### config.mk
export PLATFORM = sky130hd
export DESIGN_NAME = vscale_htif_tohost_monitor
export DESIGN_NICKNAME = d
export VERILOG_FILES = /design/src/rtl/vscale_htif_monitor_pkg.sv /design/src/rtl/vscale_htif_poll_timer.sv /design/src/rtl/vscale_htif_tohost_monitor.sv
export SDC_FILE = /design/constraint.sdc
export NUM_CORES = 1
export LEC_CHECK = 0
export CAP_MARGIN = 20
export CORE_UTILIZATION = 25
export DETAILED_ROUTE_END_ITERATION = 6
export SETUP_SLACK_MARGIN = 0.05
export SLEW_MARGIN = 20
export SYNTH_ARGS = -nofsm -noshare
export SYNTH_HDL_FRONTEND = slang
export SYNTH_SLANG_ARGS = --single-unit
### constraint.sdc
create_clock -name clk -period 3 [get_ports clk]
set_clock_uncertainty 0.2 [all_clocks]
set_input_delay 0.6 -clock clk [delete_from_list [all_inputs] [get_ports clk]]
set_output_delay 0.6 -clock clk [all_outputs]
set_load 0.005 [all_outputs]
### src/rtl/vscale_htif_monitor_pkg.sv
// ----------------------------------------------------------------------------
// vscale_htif_monitor_pkg
//
// Shared definitions for the HTIF tohost monitor:
//   - default PCR data width and tohost CSR address (these mirror
//     `HTIF_PCR_WIDTH and `CSR_ADDR_TO_HOST of the core's headers)
//   - width of the poll-interval counter
//   - tohost result value that means "test passed"
//   - FSM state encoding
// ----------------------------------------------------------------------------
package vscale_htif_monitor_pkg;

    localparam int          HTIF_PCR_WIDTH_DEF   = 64;
    localparam logic [11:0] CSR_ADDR_TO_HOST_DEF = 12'h780;

    // POLL_INTERVAL is legal up to 65535, so POLL_INTERVAL-1 fits in 16 bits.
    localparam int          POLL_CNT_WIDTH       = 16;

    // tohost == 1 is a pass; any other nonzero value carries (code << 1) | 1.
    localparam int unsigned TOHOST_PASS          = 1;

    typedef enum logic [2:0] {
        S_WAIT     = 3'd0,
        S_RD_REQ   = 3'd1,
        S_RD_RESP  = 3'd2,
        S_CLR_REQ  = 3'd3,
        S_CLR_RESP = 3'd4,
        S_DONE     = 3'd5
    } mon_state_e;

endpackage

### src/rtl/vscale_htif_poll_timer.sv
// ----------------------------------------------------------------------------
// vscale_htif_poll_timer
//
// Counts cycles while 'run' is high and emits a one-cycle 'tick' on the
// cycle the count reaches POLL_INTERVAL-1; the count clears on that tick.
// While 'run' is low the count holds.
//
// Ports:
//   clk      in   clock
//   reset_n  in   asynchronous active-low reset
//   run      in   count this cycle
//   tick     out  terminal-count pulse (combinational from the count)
// ----------------------------------------------------------------------------
module vscale_htif_poll_timer
    import vscale_htif_monitor_pkg::*;
#(
    parameter int unsigned POLL_INTERVAL = 16
) (
    input  logic clk,
    input  logic reset_n,
    input  logic run,
    output logic tick
);

    localparam logic [POLL_CNT_WIDTH-1:0] LAST = POLL_CNT_WIDTH'(POLL_INTERVAL - 1);

    logic [POLL_CNT_WIDTH-1:0] count;

    assign tick = run && (count == LAST);

    always_ff @(posedge clk or negedge reset_n) begin
        if (!reset_n) begin
            count <= '0;
        end else if (tick) begin
            count <= '0;
        end else if (run) begin
            count <= count + POLL_CNT_WIDTH'(1);
        end
    end

endmodule

### src/rtl/vscale_htif_tohost_monitor.sv
// ----------------------------------------------------------------------------
// vscale_htif_tohost_monitor
//
// Host-side HTIF poller. Periodically reads CSR tohost over the PCR port,
// decodes the value (0 = keep polling, 1 = pass, other = fail code in the
// upper bits), clears tohost with a write of 0 and then parks in DONE.
// An optional cycle limit ends the run with 'timeout'.
//
// Handshake rule (both PCR channels): a transfer happens on a rising clk edge
// where valid and ready are both high. Once req_valid rises it stays high,
// with rw/addr/data unchanged, until accepted -- the only exception is a
// timeout hitting before acceptance, which drops req_valid in that same cycle.
// At most one PCR transaction is outstanding.
//
// Ports:
//   clk, reset_n           clock, asynchronous active-low reset
//   enable                 monitor runs while high
//   max_cycles             timeout limit, 0 disables
//   htif_pcr_req_*         request channel to the core (valid/ready/rw/addr/data)
//   htif_pcr_resp_*        response channel from the core (valid/ready/data)
//   done, pass, timeout    sticky status
//   fail_code              tohost >> 1 when tohost > 1
//   cycle_count            enabled cycles since reset (stops at done/timeout)
// ----------------------------------------------------------------------------
module vscale_htif_tohost_monitor
    import vscale_htif_monitor_pkg::*;
#(
    parameter int          PCR_WIDTH     = HTIF_PCR_WIDTH_DEF,
    parameter logic [11:0] TOHOST_ADDR   = CSR_ADDR_TO_HOST_DEF,
    parameter int unsigned POLL_INTERVAL = 16,
    parameter int          CYC_WIDTH     = 64
) (
    input  logic                 clk,
    input  logic                 reset_n,
    input  logic                 enable,
    input  logic [CYC_WIDTH-1:0] max_cycles,
    output logic                 htif_pcr_req_valid,
    input  logic                 htif_pcr_req_ready,
    output logic                 htif_pcr_req_rw,
    output logic [11:0]          htif_pcr_req_addr,
    output logic [PCR_WIDTH-1:0] htif_pcr_req_data,
    input  logic                 htif_pcr_resp_valid,
    output logic                 htif_pcr_resp_ready,
    input  logic [PCR_WIDTH-1:0] htif_pcr_resp_data,
    output logic                 done,
    output logic                 pass,
    output logic                 timeout,
    output logic [PCR_WIDTH-2:0] fail_code,
    output logic [CYC_WIDTH-1:0] cycle_count
);

    mon_state_e           state;
    logic                 req_valid_q;
    logic                 req_rw_q;
    logic                 resp_ready_q;
    logic                 done_q;
    logic                 pass_q;
    logic                 timeout_q;
    logic [PCR_WIDTH-2:0] fail_q;
    logic [CYC_WIDTH-1:0] cyc_q;

    logic timeout_hit;
    logic timeout_pend;
    logic poll_tick;

    assign timeout_hit  = (max_cycles != '0) && (cyc_q == max_cycles) && !done_q;
    assign timeout_pend = timeout_hit || timeout_q;

    vscale_htif_poll_timer #(
        .POLL_INTERVAL (POLL_INTERVAL)
    ) u_poll_timer (
        .clk     (clk),
        .reset_n (reset_n),
        .run     (enable && (state == S_WAIT)),
        .tick    (poll_tick)
    );

    // The counter stops while the timeout condition holds, so it reads back
    // as exactly max_cycles and the condition stays true until a transaction
    // already in flight has finished.
    always_ff @(posedge clk or negedge reset_n) begin
        if (!reset_n) begin
            cyc_q <= '0;
        end else if (enable && !done_q && !timeout_hit && (cyc_q != '1)) begin
            cyc_q <= cyc_q + CYC_WIDTH'(1);
        end
    end

    always_ff @(posedge clk or negedge reset_n) begin
        if (!reset_n) begin
            state        <= S_WAIT;
            req_valid_q  <= 1'b0;
            req_rw_q     <= 1'b0;
            resp_ready_q <= 1'b0;
            done_q       <= 1'b0;
            pass_q       <= 1'b0;
            timeout_q    <= 1'b0;
            fail_q       <= '0;
        end else begin
            if (timeout_hit) begin
                timeout_q <= 1'b1;
            end
            case (state)
                S_WAIT: begin
                    if (timeout_hit) begin
                        state  <= S_DONE;
                        done_q <= 1'b1;
                    end else if (poll_tick) begin
                        state       <= S_RD_REQ;
                        req_valid_q <= 1'b1;
                        req_rw_q    <= 1'b0;
                    end
                end
                S_RD_REQ: begin
                    // req_valid is already masked this cycle on a timeout,
                    // so no read can be accepted alongside it.
                    if (timeout_hit) begin
                        state       <= S_DONE;
                        done_q      <= 1'b1;
                        req_valid_q <= 1'b0;
                    end else if (htif_pcr_req_ready) begin
                        state        <= S_RD_RESP;
                        req_valid_q  <= 1'b0;
                        resp_ready_q <= 1'b1;
                    end
                end
                S_RD_RESP: begin
                    if (htif_pcr_resp_valid) begin
                        resp_ready_q <= 1'b0;
                        if (htif_pcr_resp_data == '0) begin
                            if (timeout_pend) begin
                                state  <= S_DONE;
                                done_q <= 1'b1;
                            end else begin
                                state <= S_WAIT;
                            end
                        end else begin
                            if (htif_pcr_resp_data == PCR_WIDTH'(TOHOST_PASS)) begin
                                pass_q <= 1'b1;
                            end else begin
                                fail_q <= htif_pcr_resp_data[PCR_WIDTH-1:1];
                            end
                            state       <= S_CLR_REQ;
                            req_valid_q <= 1'b1;
                            req_rw_q    <= 1'b1;
                        end
                    end
                end
                S_CLR_REQ: begin
                    if (htif_pcr_req_ready) begin
                        state        <= S_CLR_RESP;
                        req_valid_q  <= 1'b0;
                        req_rw_q     <= 1'b0;
                        resp_ready_q <= 1'b1;
                    end
                end
                S_CLR_RESP: begin
                    // Write response data carries nothing of interest.
                    if (htif_pcr_resp_valid) begin
                        state        <= S_DONE;
                        resp_ready_q <= 1'b0;
                        done_q       <= 1'b1;
                    end
                end
                S_DONE: begin
                    state <= S_DONE;
                end
                default: begin
                    state        <= S_WAIT;
                    req_valid_q  <= 1'b0;
                    req_rw_q     <= 1'b0;
                    resp_ready_q <= 1'b0;
                end
            endcase
        end
    end

    assign htif_pcr_req_valid  = req_valid_q && !((state == S_RD_REQ) && timeout_hit);
    assign htif_pcr_req_rw     = req_rw_q;
    assign htif_pcr_req_addr   = TOHOST_ADDR;
    assign htif_pcr_req_data   = '0;
    assign htif_pcr_resp_ready = resp_ready_q;
    assign done                = done_q;
    assign pass                = pass_q;
    assign timeout             = timeout_q;
    assign fail_code           = fail_q;
    assign cycle_count         = cyc_q;

endmodule

-- After elaboration in Yosys (flattened, before gate mapping)
Cells that the tools add are included.
- mux-type cells: 33
- add/subtract/negate cells: 2
- equality and inequality tests: 22
- reductions and logical operators: 30
- bitwise logic cells: 5
- operator list (cell ; count):
    64-bit by 1-bit adder with 64-bit output (second input constant) ; 1
    64-bit by 1-bit == test with 1-bit output (second input constant) ; 1
    64-bit == test ; 1
    64-bit zero test ; 1
    64-bit inequality test (second input constant) ; 1
    64-bit nonzero test ; 1
    16-bit 2-to-1 mux ; 2
    3-bit 2-to-1 mux ; 9
    2-bit inequality test (second input constant) ; 9
    3-bit case mux with 6 select lines ; 1
    1-bit 2-to-1 mux ; 17
    16-bit by 1-bit adder with 16-bit output (second input constant) ; 1
    16-bit by 4-bit == test with 1-bit output (second input constant) ; 1
    6-bit AND reduction ; 2
    5-bit AND reduction ; 2
    1-bit logical AND ; 9
    1-bit case mux with 4 select lines ; 2
    4-bit AND reduction ; 2
    2-bit OR reduction ; 4
    3-bit by 2-bit == test with 1-bit output (second input constant) ; 2
    3-bit == test (second input constant) ; 2
    3-bit inequality test (second input constant) ; 2
    1-bit NOT ; 5
    1-bit case mux with 5 select lines ; 1
    10 further kinds ; 13
- bits of input ports: 133
- bits in registers: 152
- word-level logic and storage cells: 102
- output and inout bits: 209

-- Depth between registers and ports, before layout
- word-level depth: 8
- mapped depth: 11
- depth with buffers taken out: 9

-- Cells and area by module
Synthesis repeated with hierarchy kept, for this count alone.
- cell total of the unflattened synthesis: 786
- area, all modules: 8326.7 um^2
- by module, submodules not included (module ; cells an instance ; seq. area each (um^2) ; instances ; area each (um^2)):
    vscale_htif_tohost_monitor ; 723 ; 3403.3 ; 1 ; 7592.3
    vscale_htif_poll_timer ; 63 ; 400.4 ; 1 ; 734.5

-- Least setup slack after synthesis
OpenSTA, ideal clock, no wires.
- path type: input -> register
- start point: in max_cycles[1]
- end point: reg cyc_q[32], in the netlist cycle_count[32]
- arrival time: 2.513 ns
- slack: 0.207 ns
- path buffers: 2
- data required time: 2.721 ns
- cell stages on the path: 10
- cell sequence: nor4_1 -> nand4_1 -> nor4_2 -> nor4_1 -> nand3_2 -> or4b_1 -> buf_6 -> buf_6 -> nor3_2 -> xor2_1
- longest elaborated chain between the ends: 6
- RTL lines (element ; RTL line ; source):
    start: declaration ; vscale_htif_tohost_monitor.sv:36 ; input logic [CYC_WIDTH-1:0] max_cycles,
    64-bit == test / 64-bit nonzero test (equally long branches) ; vscale_htif_tohost_monitor.sv:66 ; assign timeout_hit = (max_cycles != '0) && (cyc_q == max_cycles) && !done_q;
    1-bit logical AND (*) (2 in series) ; vscale_htif_tohost_monitor.sv:66 ;
    1-bit zero test (*) ; vscale_htif_tohost_monitor.sv:84 ; end else if (enable && !done_q && !timeout_hit && (cyc_q != '1)) begin
    1-bit logical AND (*) (2 in series) ; vscale_htif_tohost_monitor.sv:84 ;
    end signal: assignment ; vscale_htif_tohost_monitor.sv:85 ; cyc_q <= cyc_q + CYC_WIDTH'(1);
    end: declaration ; vscale_htif_tohost_monitor.sv:60 ; logic [CYC_WIDTH-1:0] cyc_q;
Mark *: on every way between the ends. The rest lies on a longest branch, timed or not.
A chain may end at the register's enable or synchronous reset.

-- Worst setup path in the final report
- start point: in max_cycles[43]
- end point: reg cyc_q[58], in the netlist cycle_count[58]
Same word-level chain as after synthesis.

==> flow_metrics.env <==
export IMPL_status="finished with violations"
export IMPL_violations="setup timing"
export IMPL_ir_worst_vdd_mv=0.5879
export IMPL_synth_seq_area_share_pct=44.42
export IMPL_ios=342
export IMPL_p_sw_uw=2219
export IMPL_powerDensity_nw_per_um2=553.0
export IMPL_nFillCells=3249
export IMPL_crit_chain="clkbuf_2, nor4_2, buf_4, nand4_1, nor4_4, nor4_4, nand3_2, buf_4, buf_6, buf_6, buf_6, or4b_4, buf_12, nor4_4, xor2_1"
export IMPL_finalMaxSlewViolations=0
export IMPL_cts_root_buf="clkbuf_16"
export IMPL_power_leakage_uw=0.006335
export IMPL_dp_cells=1720
export IMPL_crit_type="in2reg"
export IMPL_p_seq_share_pct=37.3
export IMPL_period_share_pct=106.4
export IMPL_drc=0
export IMPL_grt_max_degree=59
export IMPL_arrival_ns=3.35
export IMPL_tritoncts="built"
export IMPL_via_count=8127
export IMPL_cts_made_buffers=17
export IMPL_yosysUniqueCellTypes=51
export IMPL_max_freq_ghz=0.3132
export IMPL_clk_path_buf_depth=2
export IMPL_reg2reg_depth=15
export IMPL_ant_nets=0
export IMPL_synth_edf_count=0
export IMPL_final_area_um2=14160
export IMPL_fp_dieW_um=187.1
export IMPL_maxCapViolations=0
export IMPL_placed_area_um2=12880
export IMPL_ys_top_cells_by_area="dfrtp_1 44%, xor2_1 9.8%, mux2_2 8.3%"
export IMPL_worstSkewPairLatency_ns=0.44
export IMPL_period_needed_ns=3.193
export IMPL_rr_endpoint="cycle_count[13]"
export IMPL_grt_total_usage_pct=18.15
export IMPL_reg2reg_from="cycle_count[21]"
export IMPL_async_flop_share_pct=100.0
export IMPL_rows=67
export IMPL_crit_slowest_cell="or4b_4"
export IMPL_slew_headroom_pct=57.76
export IMPL_post_dp_hpwl_um=25260
export IMPL_synth_top_area_share_pct=44.42
export IMPL_worst_slew_pin_slew_ns=0.6319
export IMPL_crit_required_ns=3.16
export IMPL_setup_ws_ns=-0.1932
export IMPL_grt_pass1_wl_um=48700
export IMPL_cp_buffers_inverters=7
export IMPL_syn_instance_count=841
export IMPL_coreArea_um2=33620
export IMPL_synth_avg_cell_area_um2=10.18
export IMPL_start_util_pct=25.47
export IMPL_synth_area_um2=8562
export IMPL_first_pass_iters=5
export IMPL_nets=1443
export IMPL_r2r_slack_ns=-0.13
export IMPL_place_port_buffers=265
export IMPL_die_area_um2=34990
export IMPL_cts_sinks=152
export IMPL_wire_per_inst_um=18.17
export IMPL_critical_path_top_delay_family="simple AND/OR/NAND/NOR gates"
export IMPL_holdCritPathClass="reg2reg"
export IMPL_instances_no_fill=1774
export IMPL_clk_pin_slew_ns=0.06
export IMPL_switching_share_pct=28.34
export IMPL_final_common_cell="clkdlybuf4s50_1"
export IMPL_viasPerCell=4.581
export IMPL_internal_power_uw=5611
export IMPL_hold_path_depth=1
export IMPL_hold_viol=0
export IMPL_grt_overflow=0
export IMPL_grt_pass1_vias=8314
export IMPL_die_h_um=187.1
export IMPL_htreeDepth=4
export IMPL_crit_path_end_kind="flop"
export IMPL_antenna_found_initial=5
export IMPL_pwr_share_clk_pct=30.2
export IMPL_drt_iter0_drc=523
export IMPL_synth_seq_cells=152
export IMPL_rsz0062_at_grt="yes"
export IMPL_ys_warn_count=0
export IMPL_seqCellArea_um2=3805
export IMPL_finalSetupViolCount=52
export IMPL_multi_input_area_um2=4821
export IMPL_drt_total_wl_um=32230
export IMPL_worstHoldStart="pass"
export IMPL_cp_slowest_stage_delay_ns=0.54
export IMPL_holdWs_ns=0.2777
export IMPL_worstPathMaxFanout=6
export IMPL_gp_congestion=0.9685
export IMPL_drive_gt1_share_pct=31.49
export IMPL_hold_path_end="pass"
export IMPL_startpoint_type="primary input"
export IMPL_layout_common_cells="199 x clkdlybuf4s50_1, 189 x buf_4, 151 x dfrtp_1"
export IMPL_pwr_share_comb_pct=32.5
export IMPL_syn_to_final_growth_pct=65.37
export IMPL_synthFlopType="dfrtp_1"
export IMPL_yosysTopAreaCell="dfrtp_1"
-- worst reg2reg max path: stages, from the launching register on --
cell	delay [ns]
dfrtp_1	0.41
xor2_2	0.21
nor4_2	0.35
nand4_1	0.16
nor3_2	0.27
nand3_2	0.18
buf_4	0.18
buf_6	0.10
buf_6	0.10
buf_6	0.11
buf_4	0.14
nand2_8	0.11
buf_12	0.14
buf_4	0.14
nor3_2	0.05
xor2_1	0.16
-- kinds of logic after synthesis --
group | Yosys count | synth area share (%)
flops | 152 | 44.42
compound gates | 30 | 2.382
buf+inv | 120 | 8.841
fa+ha+maj | 3 | 0.4091
xor+xnor | 130 | 13.30
simple gates | 340 | 22.15
mux | 64 | 8.403
other cells | 2 | 0.08771
-- area by class of cell --
cell class	instances	area share, %
diodes	5	0.08837
clock buffers	18	3.102
clock inverters	14	1.387
inverters	22	0.5832
multi-input cells	643	34.05
flip-flops and latches	152	26.87
well taps	448	3.959
repair buffers	472	29.96
-- Yosys cell counts (6+ instances only) --
master and number:
buf_4 76, nor3_1 37, nor2b_1 15, o21ai_0 10, inv_1 22, clkbuf_1 15, nand3_1 42, xor2_1 96
nor4_1 66, mux2_2 63, nor2_1 43, nand2b_1 6, nor4_2 6, xnor2_1 34, dfrtp_1 152, and3_1 14
nand2_1 52, nand4_1 33
-- power by group through the flow --
stage / registers [uW] / clock network [uW] / logic, uW
CTS: 2920 / 2420 / 2550
detailed placement: 2940 / 0 / 2540
global placement: 2920 / 0 / 2530
floorplan: 2930 / 0 / 967
global route: 2990 / 2500 / 2750
finish: 2920 / 2370 / 2540
-- flip-flops by register name (all words and copies together), names as in the netlist --
name                 flops
cycle_count             64
fail_code               63
u_poll_timer.count      16
state                    3
done                     1
htif_pcr_req_rw          1
htif_pcr_resp_ready      1
pass                     1
req_valid_q              1
timeout                  1
-- per-stage QoR --
stage	power, uW	worst slack (ns)	setup TNS, ns	util [%]
4_1_cts	7896	-0.2319	-1.539	41.00
5_1_grt	8238	-0.3027	-11.34	42.10
6_report	7830	-0.1932	-4.708	42.12
3_3_place_gp	5445	-1.043	-62.56	38.30
3_5_place_dp	5483	-1.043	-64.99	38.30
2_1_floorplan	3893	0.2073	0	-
-- worst max path at each step --
stage | depth (start not counted) | startpoint | slack (ns) | end
after CTS | 9 | cycle_count[3] | -0.23 | htif_pcr_req_valid
after global placement | 10 | max_cycles[7] | -1.04 | htif_pcr_req_valid
final | 15 | max_cycles[43] | -0.19 | cycle_count[58]
after global routing | 9 | cycle_count[23] | -0.30 | htif_pcr_req_valid
after detailed placement | 10 | max_cycles[7] | -1.04 | htif_pcr_req_valid
after floorplan | 10 | max_cycles[1] | 0.21 | cycle_count[32]
-- what timing repair did --
action	CTS	global route
resized for setup	115	138
hold endpoints to repair	54	0
setup endpoints to repair	70	70
pin swaps	39	46
gates cloned	0	4
hold buffers	1	0
setup buffers	4	8
-- per-layer routing --
metal  global-route usage [%]  vias to the layer above  part of all wire [%]
met5                        0                        -                     0
met4                    5.612                        0                   1.7
met3                    5.947                       30                   8.5
met2                    29.08                      342                    47
met1                    23.07                     3981                    43
li1                         -                     3774                     -
Power figures use the tool's default switching activity.
